==> config.mk <==
export PLATFORM = sky130hd
export DESIGN_NAME = wb_trace_buffer_flat
export DESIGN_NICKNAME = d
export VERILOG_FILES = /design/src/rtl/wb_trace_buffer_pkg.sv /design/src/rtl/wb_trace_buffer_if.sv /design/src/rtl/wb_trace_buffer_ram.sv /design/src/rtl/wb_trace_buffer.sv /design/src/flat_wrapper.sv
export SDC_FILE = /design/constraint.sdc
export NUM_CORES = 2
export LEC_CHECK = 0
export ABC_AREA = 1
export CORE_ASPECT_RATIO = 0.8
export CORE_MARGIN = 2
export CORE_UTILIZATION = 55
export CTS_CLUSTER_DIAMETER = 100
export DETAILED_ROUTE_END_ITERATION = 6
export HOLD_SLACK_MARGIN = 0.02
export PLACE_DENSITY = 0.72
export SLEW_MARGIN = 20
export SYNTH_ARGS = -nofsm -noshare
export SYNTH_HDL_FRONTEND = slang
export SYNTH_SLANG_ARGS = --single-unit
export TNS_END_PERCENT = 100
==> constraint.sdc <==
create_clock -name clk -period 17.2 [get_ports clk]
set_input_delay 5.16 -clock clk [delete_from_list [all_inputs] [get_ports clk]]
set_output_delay 5.16 -clock clk [all_outputs]
set_load 0.02 [all_outputs]
==> src/rtl/wb_trace_buffer_pkg.sv <==
// Shared definitions for the writeback trace buffer: default widths and
// the per-cycle capture decision.
package wb_trace_buffer_pkg;

  localparam int DATA_W_DEF = 32;
  localparam int RD_W_DEF   = 5;
  localparam int TS_W_DEF   = 16;
  localparam int DEPTH_DEF  = 16;

  // Packed entry layout, LSB first: data | rd | pc | ts
  function automatic int entry_w(input int ts_w, input int data_w, input int rd_w);
    return ts_w + data_w + rd_w + data_w;
  endfunction

  function automatic int off_rd(input int data_w);
    return data_w;
  endfunction

  function automatic int off_pc(input int data_w, input int rd_w);
    return data_w + rd_w;
  endfunction

  function automatic int off_ts(input int data_w, input int rd_w);
    return data_w + rd_w + data_w;
  endfunction

  // What a qualified capture does this cycle
  typedef enum logic [1:0] {
    CAP_NONE      = 2'd0,
    CAP_WRITE     = 2'd1,  // free slot (or one freed by a same-cycle pop)
    CAP_OVERWRITE = 2'd2,  // full, wrap mode: discard oldest
    CAP_DROP      = 2'd3   // full, stop mode: entry lost
  } cap_action_e;

endpackage

==> src/rtl/wb_trace_buffer_if.sv <==
// Capture/readout bus of the trace buffer. master = debug side, slave = buffer.
interface wb_trace_buffer_if #(
  parameter int DATA_W = 32,
  parameter int RD_W   = 5,
  parameter int TS_W   = 16,
  parameter int DEPTH  = 16
);
  localparam int CNT_W = $clog2(DEPTH) + 1;

  logic              clear;
  logic              cap_en;
  logic              stop_mode;
  logic              filter_en;
  logic [RD_W-1:0]   filter_rd;
  logic              wb_we;
  logic [RD_W-1:0]   wb_rd;
  logic [DATA_W-1:0] wb_data;
  logic [DATA_W-1:0] wb_pc;
  logic              pop;
  logic              rd_valid;
  logic [TS_W-1:0]   rd_ts;
  logic [DATA_W-1:0] rd_pc;
  logic [RD_W-1:0]   rd_rd;
  logic [DATA_W-1:0] rd_data;
  logic [CNT_W-1:0]  count;
  logic              empty;
  logic              full;
  logic              overflow;

  modport master (
    output clear, cap_en, stop_mode, filter_en, filter_rd,
           wb_we, wb_rd, wb_data, wb_pc, pop,
    input  rd_valid, rd_ts, rd_pc, rd_rd, rd_data, count, empty, full, overflow
  );

  modport slave (
    input  clear, cap_en, stop_mode, filter_en, filter_rd,
           wb_we, wb_rd, wb_data, wb_pc, pop,
    output rd_valid, rd_ts, rd_pc, rd_rd, rd_data, count, empty, full, overflow
  );

endinterface

==> src/rtl/wb_trace_buffer_ram.sv <==
// DEPTH x WIDTH entry storage: one synchronous write port, one registered
// read port. A read and write to the same slot returns the old contents.
module wb_trace_buffer_ram #(
  parameter int DEPTH = 16,
  parameter int WIDTH = 85,
  localparam int AW   = $clog2(DEPTH)
) (
  input  logic             clk,
  input  logic             reset,
  input  logic             we_i,
  input  logic [AW-1:0]    waddr_i,
  input  logic [WIDTH-1:0] wdata_i,
  input  logic             re_i,
  input  logic [AW-1:0]    raddr_i,
  output logic [WIDTH-1:0] rdata_o
);

  logic [WIDTH-1:0] mem_q [DEPTH];
  logic [WIDTH-1:0] rdata_q;

  // Storage write; contents are not reset
  always_ff @(posedge clk) begin
    if (we_i) mem_q[waddr_i] <= wdata_i;
  end

  // Registered read; holds the last popped entry between reads
  always_ff @(posedge clk) begin
    if (reset)     rdata_q <= '0;
    else if (re_i) rdata_q <= mem_q[raddr_i];
  end

  assign rdata_o = rdata_q;

endmodule

==> src/rtl/wb_trace_buffer.sv <==
// Circular capture buffer of committed register writes {ts, pc, rd, data},
// drained one entry per pop with one cycle of read latency.
module wb_trace_buffer
  import wb_trace_buffer_pkg::*;
#(
  parameter int DATA_W = DATA_W_DEF,
  parameter int RD_W   = RD_W_DEF,
  parameter int DEPTH  = DEPTH_DEF,
  parameter int TS_W   = TS_W_DEF
) (
  input  logic              clk,
  input  logic              reset,
  wb_trace_buffer_if.slave  bus
);

  localparam int PTR_W   = $clog2(DEPTH);
  localparam int CNT_W   = PTR_W + 1;
  localparam int ENTRY_W = entry_w(TS_W, DATA_W, RD_W);
  localparam int RD_OFF  = off_rd(DATA_W);
  localparam int PC_OFF  = off_pc(DATA_W, RD_W);
  localparam int TS_OFF  = off_ts(DATA_W, RD_W);

  logic [PTR_W-1:0]   wr_ptr_q, wr_ptr_d, rd_ptr_q, rd_ptr_d;
  logic [CNT_W-1:0]   count_q, count_d;
  logic [TS_W-1:0]    ts_cnt_q;
  logic               overflow_q, overflow_d;
  logic               rd_valid_q;
  logic               cap, do_pop, full_w, empty_w, ram_we, ram_re;
  cap_action_e        cap_act;
  logic [ENTRY_W-1:0] wr_entry, rd_entry;

  assign full_w  = (count_q == CNT_W'(DEPTH));
  assign empty_w = (count_q == '0);
  assign cap     = bus.cap_en & bus.wb_we & (bus.wb_rd != '0) &
                   (!bus.filter_en | (bus.wb_rd == bus.filter_rd));
  assign do_pop  = bus.pop & !empty_w;

  // Classify the capture; a same-cycle pop always frees a slot when full
  always_comb begin
    cap_act = CAP_NONE;
    if (cap) begin
      if (!full_w || do_pop) cap_act = CAP_WRITE;
      else if (bus.stop_mode) cap_act = CAP_DROP;
      else cap_act = CAP_OVERWRITE;
    end
  end

  // Next-state for pointers, count and sticky overflow; clear wins
  always_comb begin
    wr_ptr_d   = wr_ptr_q;
    rd_ptr_d   = rd_ptr_q;
    count_d    = count_q;
    overflow_d = overflow_q;
    if (bus.clear) begin
      wr_ptr_d   = '0;
      rd_ptr_d   = '0;
      count_d    = '0;
      overflow_d = 1'b0;
    end else begin
      if (cap_act == CAP_WRITE || cap_act == CAP_OVERWRITE)
        wr_ptr_d = wr_ptr_q + PTR_W'(1);
      if (do_pop || cap_act == CAP_OVERWRITE)
        rd_ptr_d = rd_ptr_q + PTR_W'(1);
      if (cap_act == CAP_WRITE && !do_pop)
        count_d = count_q + CNT_W'(1);
      else if (cap_act != CAP_WRITE && do_pop)
        count_d = count_q - CNT_W'(1);
      if (cap_act == CAP_OVERWRITE || cap_act == CAP_DROP)
        overflow_d = 1'b1;
    end
  end

  assign ram_we   = !bus.clear & (cap_act == CAP_WRITE || cap_act == CAP_OVERWRITE);
  assign ram_re   = !bus.clear & do_pop;
  assign wr_entry = {ts_cnt_q, bus.wb_pc, bus.wb_rd, bus.wb_data};

  // State registers; the timestamp free-runs and ignores clear
  always_ff @(posedge clk) begin
    if (reset) begin
      wr_ptr_q   <= '0;
      rd_ptr_q   <= '0;
      count_q    <= '0;
      overflow_q <= 1'b0;
      rd_valid_q <= 1'b0;
      ts_cnt_q   <= '0;
    end else begin
      wr_ptr_q   <= wr_ptr_d;
      rd_ptr_q   <= rd_ptr_d;
      count_q    <= count_d;
      overflow_q <= overflow_d;
      rd_valid_q <= ram_re;
      ts_cnt_q   <= ts_cnt_q + TS_W'(1);
    end
  end

  wb_trace_buffer_ram #(
    .DEPTH (DEPTH),
    .WIDTH (ENTRY_W)
  ) u_ram (
    .clk     (clk),
    .reset   (reset),
    .we_i    (ram_we),
    .waddr_i (wr_ptr_q),
    .wdata_i (wr_entry),
    .re_i    (ram_re),
    .raddr_i (rd_ptr_q),
    .rdata_o (rd_entry)
  );

  assign bus.rd_valid = rd_valid_q;
  assign bus.rd_data  = rd_entry[0 +: DATA_W];
  assign bus.rd_rd    = rd_entry[RD_OFF +: RD_W];
  assign bus.rd_pc    = rd_entry[PC_OFF +: DATA_W];
  assign bus.rd_ts    = rd_entry[TS_OFF +: TS_W];
  assign bus.count    = count_q;
  assign bus.empty    = empty_w;
  assign bus.full     = full_w;
  assign bus.overflow = overflow_q;

endmodule
==> src/flat_wrapper.sv <==
// flat-port wrapper written by rule: the top's interface ports become plain ports
module wb_trace_buffer_flat import wb_trace_buffer_pkg::*;
#(
  parameter int DATA_W = DATA_W_DEF,
  parameter int RD_W   = RD_W_DEF,
  parameter int DEPTH  = DEPTH_DEF,
  parameter int TS_W   = TS_W_DEF
)
  (clk, reset, bus_clear, bus_cap_en, bus_stop_mode, bus_filter_en, bus_filter_rd, bus_wb_we, bus_wb_rd, bus_wb_data, bus_wb_pc, bus_pop, bus_rd_valid, bus_rd_ts, bus_rd_pc, bus_rd_rd, bus_rd_data, bus_count, bus_empty, bus_full, bus_overflow);
  wb_trace_buffer_if #(.DATA_W(DATA_W), .RD_W(RD_W), .TS_W(TS_W), .DEPTH(DEPTH)) bus_i ();
  input  logic clk;
  input  logic reset;
  input wire logic [$bits(bus_i.clear)-1:0] bus_clear;
  input wire logic [$bits(bus_i.cap_en)-1:0] bus_cap_en;
  input wire logic [$bits(bus_i.stop_mode)-1:0] bus_stop_mode;
  input wire logic [$bits(bus_i.filter_en)-1:0] bus_filter_en;
  input wire logic [$bits(bus_i.filter_rd)-1:0] bus_filter_rd;
  input wire logic [$bits(bus_i.wb_we)-1:0] bus_wb_we;
  input wire logic [$bits(bus_i.wb_rd)-1:0] bus_wb_rd;
  input wire logic [$bits(bus_i.wb_data)-1:0] bus_wb_data;
  input wire logic [$bits(bus_i.wb_pc)-1:0] bus_wb_pc;
  input wire logic [$bits(bus_i.pop)-1:0] bus_pop;
  output wire logic [$bits(bus_i.rd_valid)-1:0] bus_rd_valid;
  output wire logic [$bits(bus_i.rd_ts)-1:0] bus_rd_ts;
  output wire logic [$bits(bus_i.rd_pc)-1:0] bus_rd_pc;
  output wire logic [$bits(bus_i.rd_rd)-1:0] bus_rd_rd;
  output wire logic [$bits(bus_i.rd_data)-1:0] bus_rd_data;
  output wire logic [$bits(bus_i.count)-1:0] bus_count;
  output wire logic [$bits(bus_i.empty)-1:0] bus_empty;
  output wire logic [$bits(bus_i.full)-1:0] bus_full;
  output wire logic [$bits(bus_i.overflow)-1:0] bus_overflow;
  assign bus_i.clear = bus_clear;
  assign bus_i.cap_en = bus_cap_en;
  assign bus_i.stop_mode = bus_stop_mode;
  assign bus_i.filter_en = bus_filter_en;
  assign bus_i.filter_rd = bus_filter_rd;
  assign bus_i.wb_we = bus_wb_we;
  assign bus_i.wb_rd = bus_wb_rd;
  assign bus_i.wb_data = bus_wb_data;
  assign bus_i.wb_pc = bus_wb_pc;
  assign bus_i.pop = bus_pop;
  assign bus_rd_valid = bus_i.rd_valid;
  assign bus_rd_ts = bus_i.rd_ts;
  assign bus_rd_pc = bus_i.rd_pc;
  assign bus_rd_rd = bus_i.rd_rd;
  assign bus_rd_data = bus_i.rd_data;
  assign bus_count = bus_i.count;
  assign bus_empty = bus_i.empty;
  assign bus_full = bus_i.full;
  assign bus_overflow = bus_i.overflow;
  wb_trace_buffer #(.DATA_W(DATA_W), .RD_W(RD_W), .DEPTH(DEPTH), .TS_W(TS_W)) u_core (.clk(clk), .reset(reset), .bus(bus_i));
endmodule
Word-level counts from Yosys, hierarchy flattened

Memory sizes are Yosys's and may differ from the RTL's. A register that Yosys moved wholly into a read port is not among the register bits.
Cells that the tools add are included.

Flip-flop bits (word level): 31
Bits in writable memories: 1,360
Word-level logic and storage cells: 47
Memories: 1

Add/subtract/negate cells: 5
Equal/unequal tests: 6
Muxes and demuxes: 7
Bitwise operators: 7
Reduce and logical (&&, ||, !) cells: 15

Memory list:

| memory             | words | bits a word | rd ports | clocked after Yosys merged registers in | write ports | line                      | text |
|---|---|---|---|---|---|---|---|
| u_core.u_ram.mem_q | 16    | 85          | 1        | 1                                       | 1           | wb_trace_buffer_ram.sv:18 | `logic [WIDTH-1:0] mem_q [DEPTH];` |

Operators with widths:

| cell                                                                     | count |
|---|---|
| 16-bit by 1-bit adder with 16-bit output (second input constant)         | 1 |
| 5-bit two-way mux                                                        | 2 |
| 4-bit by 1-bit adder with 4-bit output (second input constant)           | 2 |
| 1-bit bitwise AND                                                        | 6 |
| 5-bit by 1-bit adder with 5-bit output (second input constant)           | 1 |
| 5-bit equality test                                                      | 1 |
| 5-bit equality test (second input constant)                              | 1 |
| 1-bit logical NOT                                                        | 5 |
| 5-bit logical NOT                                                        | 1 |
| 5-bit nonzero test                                                       | 1 |
| 5-bit by 1-bit subtractor with 5-bit output (second input constant)      | 1 |
| 2-bit equality test (second input constant)                              | 2 |
| 1-bit logical OR                                                         | 4 |
| 2-bit two-way mux                                                        | 2 |
| 1-bit two-way mux                                                        | 3 |
| 2-bit by 1-bit equality test with 1-bit output (second input constant)   | 1 |
| 1-bit logical AND                                                        | 2 |
| 2-bit by 1-bit inequality test with 1-bit output (second input constant) | 1 |
| 2-bit nonzero test                                                       | 1 |
| 2-bit OR reduction                                                       | 1 |
| 1-bit OR                                                                 | 1 |

Logic depth before layout (Yosys ltp)

Depth after elaboration: 11
Mapped depth: 20
Depth with buffers taken out: 20

Hierarchy

From an unflattened synthesis, not the netlist that was laid out.

Cell total of the unflattened synthesis: 5,164
Area, all modules: 59,065.4 sq um

By module, submodules not included:

| module              | instances | cells each | area each (sq um) | sequential area each (sq um) |
|---|---|---|---|---|
| wb_trace_buffer_ram | 1         | 4,931      | 57,426.3          | 42,540.8 |
| wb_trace_buffer     | 1         | 233        | 1,639.1           | 620.6 |

Worst setup path before layout

No wires, ideal clock.

Path type: in2reg
Start: in bus_wb_rd[0]
End: mem u_core.u_ram.mem_q[7][0] (enable)
Setup time: 0.633 ns
Arrival time: 12.070 ns
Path slack: 4.497 ns
Stages on the path: 14
Path buffers: 0
Path through: inv_1 -> nand2_1 -> nand2_1 -> nand2_1 -> nor2_1 -> nand2_1 -> nand2_1 -> nand2_1 -> nor2_1 -> inv_1 -> ha_1 -> nor2_1 -> inv_1 -> nor3_1

Cells in the longest elaborated chain, start to end: 9
Elaborated cells on any way between the ends: 12
Classes of those cells: 3 x eq/ne; 3 x mux; 4 x bitwise; 2 x reduce/logical

RTL lines:

| element                                                                               | line                                         | text |
|---|---|---|
| start, declared                                                                       | flat_wrapper.sv:19                           | `input wire logic [$bits(bus_i.wb_rd)-1:0] bus_wb_rd;` |
| 5-bit equality test or 5-bit nonzero test (tied branches)                             | wb_trace_buffer.sv:35, wb_trace_buffer.sv:34 |  |
| 1-bit OR or 1-bit bitwise AND (tied branches)                                         | wb_trace_buffer.sv:35, wb_trace_buffer.sv:34 |  |
| 1-bit bitwise AND *                                                                   | wb_trace_buffer.sv:34                        | `assign cap = bus.cap_en & bus.wb_we & (bus.wb_rd != '0) &` |
| 2-bit two-way mux *                                                                   | wb_trace_buffer.sv:41                        | `if (cap) begin` |
| 2-bit by 1-bit equality test with 1-bit output or 2-bit equality test (tied branches) | wb_trace_buffer.sv:73                        | `assign ram_we = !bus.clear & (cap_act == CAP_WRITE \|\| cap_act == CAP_OVERWRITE);` |
| 1-bit logical OR *                                                                    | wb_trace_buffer.sv:73                        |  |
| 1-bit bitwise AND *                                                                   | wb_trace_buffer.sv:73                        |  |
| 1-bit two-way mux *                                                                   | wb_trace_buffer_ram.sv:23                    | `if (we_i) mem_q[waddr_i] <= wdata_i;` |
| 1-bit two-way mux (not written as such) *                                             | wb_trace_buffer_ram.sv:23                    |  |
| end, declared                                                                         | wb_trace_buffer_ram.sv:18                    |  |

Every way passes the cells marked *; elsewhere a longest branch is shown, timed or not.

Worst setup path after layout

Start: in bus_wb_rd[1]
End: mem u_core.u_ram.mem_q[14][26] (enable)

The elaborated chain is that of the path after synthesis.

==> flow_summary.yaml <==
detailed_routing:
  dr.pass1.iters: 7
  via_per_inst: 5.54
  postRouteAntennaNets: 0
  vias: 39900
  postRouteWirelength_um: 145000
  drc: 5
  wire_per_inst_um: 20.1
  dr.first_iter.drc_count: 4688
power_and_ir_drop:
  netSwitchingPower_uw: 1660
  p_sw_share_pct: 22.2
  leakagePower_uw: 0.0265
  clockPowerShare_pct: 40.7
  ir_drop_uv: 69.7
  power_density_nw_per_um2: 111
  p_comb_share_pct: 6.4
  intPower_uw: 5830
  pwr-share-seq_pct: 52.9
yosys:
  synth_edf_count: 1360
  ys.flop_type: "edfxtp_1"
  async_reset_ff_share_pct: 0
  syn_inst: 5587
  synth.distinct_cells: 32
  synth_area_per_cell_um2: 10.9
  ys_seq_elements: 1476
  syn_nets: 5683
  yosys_warnings: 0
  synth_area_um2: 60700
  yosysSeqAreaShare_pct: 71.1
cts:
  tritoncts: "yes"
  h-tree-depth: 4
  path_clk_slew_ns: 0.06
  cts_resized: 0
  clock_latency_ns: 0.74
  cts_setup_buffers: 0
  postCtsHoldBufs: 0
  clockRootBuffer: "clkbuf_16"
  cts_inserted_buffers: 143
  clock_sinks: 1476
  clockBufferDepth: 3
timing:
  period_share_pct: 58.5
  slew_viol_final: 0
  fmax_mhz: 99.4
  final.min_clock_period_ns: 10.06
  fin_skew_ns: 0.0243
  hold_viol: 0
  timing.slew.headroom_pct: 11.8
  finalSetupViolations: 0
  tightest_slew_ns: 1.32
  holdWs_ns: 0.482
  rsz0062_at_grt: "false"
  finalSetupTns_ns: 0
worst_setup_path:
  rrSetupSlack_ns: 12.59
  worst_ep_required_time_ns: 17.55
  cp-end-kind: "flop"
  r2r-end: "u_core.u_ram.mem_q[14][26]"
  worst-path-max-fanout: 37
  startpoint_type: "input port"
  reg2reg_from: "u_core.bus.count[0]"
  crit_type: "input port to flop"
  reg2reg_depth: 13
  crit_arrival_ns: 10.42
layout:
  layout_common_cells: "nand2_1, edfxtp_1, nand3_1"
  final_nets: 5745
  drive_above_1_share_pct: 4.96
  syn2layout_area_growth_pct: 11.5
  final_area_um2: 67700
  layout_commonest_cell: "nand2_1"
  diodes: 0
hold_path:
  hp-class: "flop to flop"
  hold_depth: 2
  hold_start: "u_core.bus.overflow"
  holdPathEnd: "u_core.bus.overflow"
die:
  dieArea_um2: 113000
  core_um2: 110000
  pin_count: 176
  rows: 109
  initial_utilization_pct: 55.2
  dieWidth_um: 376
  die_y_um: 301
global_route:
  grt_pass1_wl_um: 222000
  grt_start_max_net_pins: 260
  track_usage_pct: 25.5
  grt_pass1_vias: 38500
  antenna_found_initial: 1
  grt.overflow.total: 0
job:
  max-cap-violations: 0
placed_design:
  hpwl_um: 72900
  dpl_cell_area_um2: 63200
  io_buffers: 175
  finalWeightedCongestion: 0.767
run_status:
  violations: "DRC"
  status: "complete, but fails checks"
registers in the layout, summed over array words and instances, names as in the netlist:
register and flops:
u_core.bus.rd_valid 1, u_core.bus.overflow 1, u_core.rd_ptr_q 4, u_core.u_ram.rdata_o 85, u_core.u_ram.mem_q 1360, u_core.bus.count 5, u_core.wr_ptr_q 4, u_core.ts_cnt_q 16
per-stage QoR:
stage / setup WS, ns / cells / util (%) / power [uW]
after CTS: 7.26 / 7208 / 61.6 / 7530
after global placement: 6.64 / 6947 / 57.5 / 4510
final: 7.14 / 7208 / 61.6 / 7490
after global routing: 6.81 / 7208 / 61.6 / 7720
after detailed placement: 6.49 / 6947 / 57.5 / 4520
after floorplan: 4.50 / 5587 / - / 4340
worst max-delay path: stages:
cell and delay, ns:
clkdlybuf4s50_1 0.91, inv_1 0.15, nand4_1 0.13, nand3_1 0.49
inv_1 0.23, nand2_1 0.08, nor2_1 0.18, inv_1 0.07
ha_1 0.36, nor2_1 0.26, nand2_1 0.31, nor2_4 0.82
buf_4 0.57, buf_4 0.65
layout make-up:
| class | instances | area, um^2 |
|---|---|---|
| repair buffers | 228 | 2210 |
| inverters | 311 | 1220 |
| clock inverters | 70 | 583 |
| multi-input cells | 3489 | 14800 |
| well taps | 1443 | 1810 |
| fillers | 8459 | 42200 |
| clock buffers | 191 | 3960 |
| flip-flops and latches | 1476 | 43200 |
kinds of logic (layout without fill, tap and decap cells):
group / count (synthesis) / after routing / synth area share [%]
fa+ha+maj: 14 / 14 / 0.301
compound gates: 209 / 209 / 2.12
simple gates: 3261 / 3261 / 21.6
flops: 1476 / 1476 / 71.1
xor+xnor: 5 / 5 / 0.0721
buf+inv: 622 / 800 / 4.80
power groups by stage:
stage / combinational, uW / sequential, uW / clock [uW]
CTS: 480 / 3970 / 3080
floorplan: 289 / 4050 / 0
detailed placement: 477 / 4040 / 0
global placement: 467 / 4040 / 0
global route: 532 / 3970 / 3220
finish: 480 / 3970 / 3050
how the worst max path moves through the flow:
stage | from | to | slack (ns) | cells after the start
finish | bus_wb_rd[1] | u_core.u_ram.mem_q[14][26] | 7.14 | 14
global route | bus_wb_rd[1] | u_core.u_ram.mem_q[14][26] | 6.81 | 14
CTS | bus_wb_rd[1] | u_core.u_ram.mem_q[14][26] | 7.26 | 14
detailed placement | bus_wb_rd[1] | u_core.u_ram.mem_q[14][19] | 6.49 | 14
global placement | bus_wb_rd[1] | u_core.u_ram.mem_q[14][19] | 6.64 | 16
floorplan | bus_wb_rd[0] | u_core.u_ram.mem_q[7][0] | 4.50 | 14
metal layers:
layer	vias up	global-route usage (%)	wire [um]
li1	18800	-	-
met1	19200	37.1	62300
met5	-	0	12
met2	1754	40.3	66500
met4	2	6.95	2980
met3	212	4.37	12900
synth_stat cells (2+ instances only):
cell      instances  share of area (%)
o211ai_1          9               0.11
o21ai_0          92               0.76
buf_1            55               0.34
buf_6            46               0.85
clkbuf_1         74               0.46
nand3_1         694                5.7
ha_1             13               0.27
nor3_1            9              0.074
inv_1           306                1.9
buf_2           124                1.0
inv_2             4              0.025
buf_4             9               0.11
a21oi_1          20               0.16
o21a_1           85                1.1
edfxtp_1       1360                 67
nor2_1          201                1.2
buf_8             2              0.049
nand2_1        2350                 15
nand4_1           3              0.031
xor2_1            4              0.058
dfxtp_1         116                3.8
No activity file was read; power rests on OpenSTA's default activity.
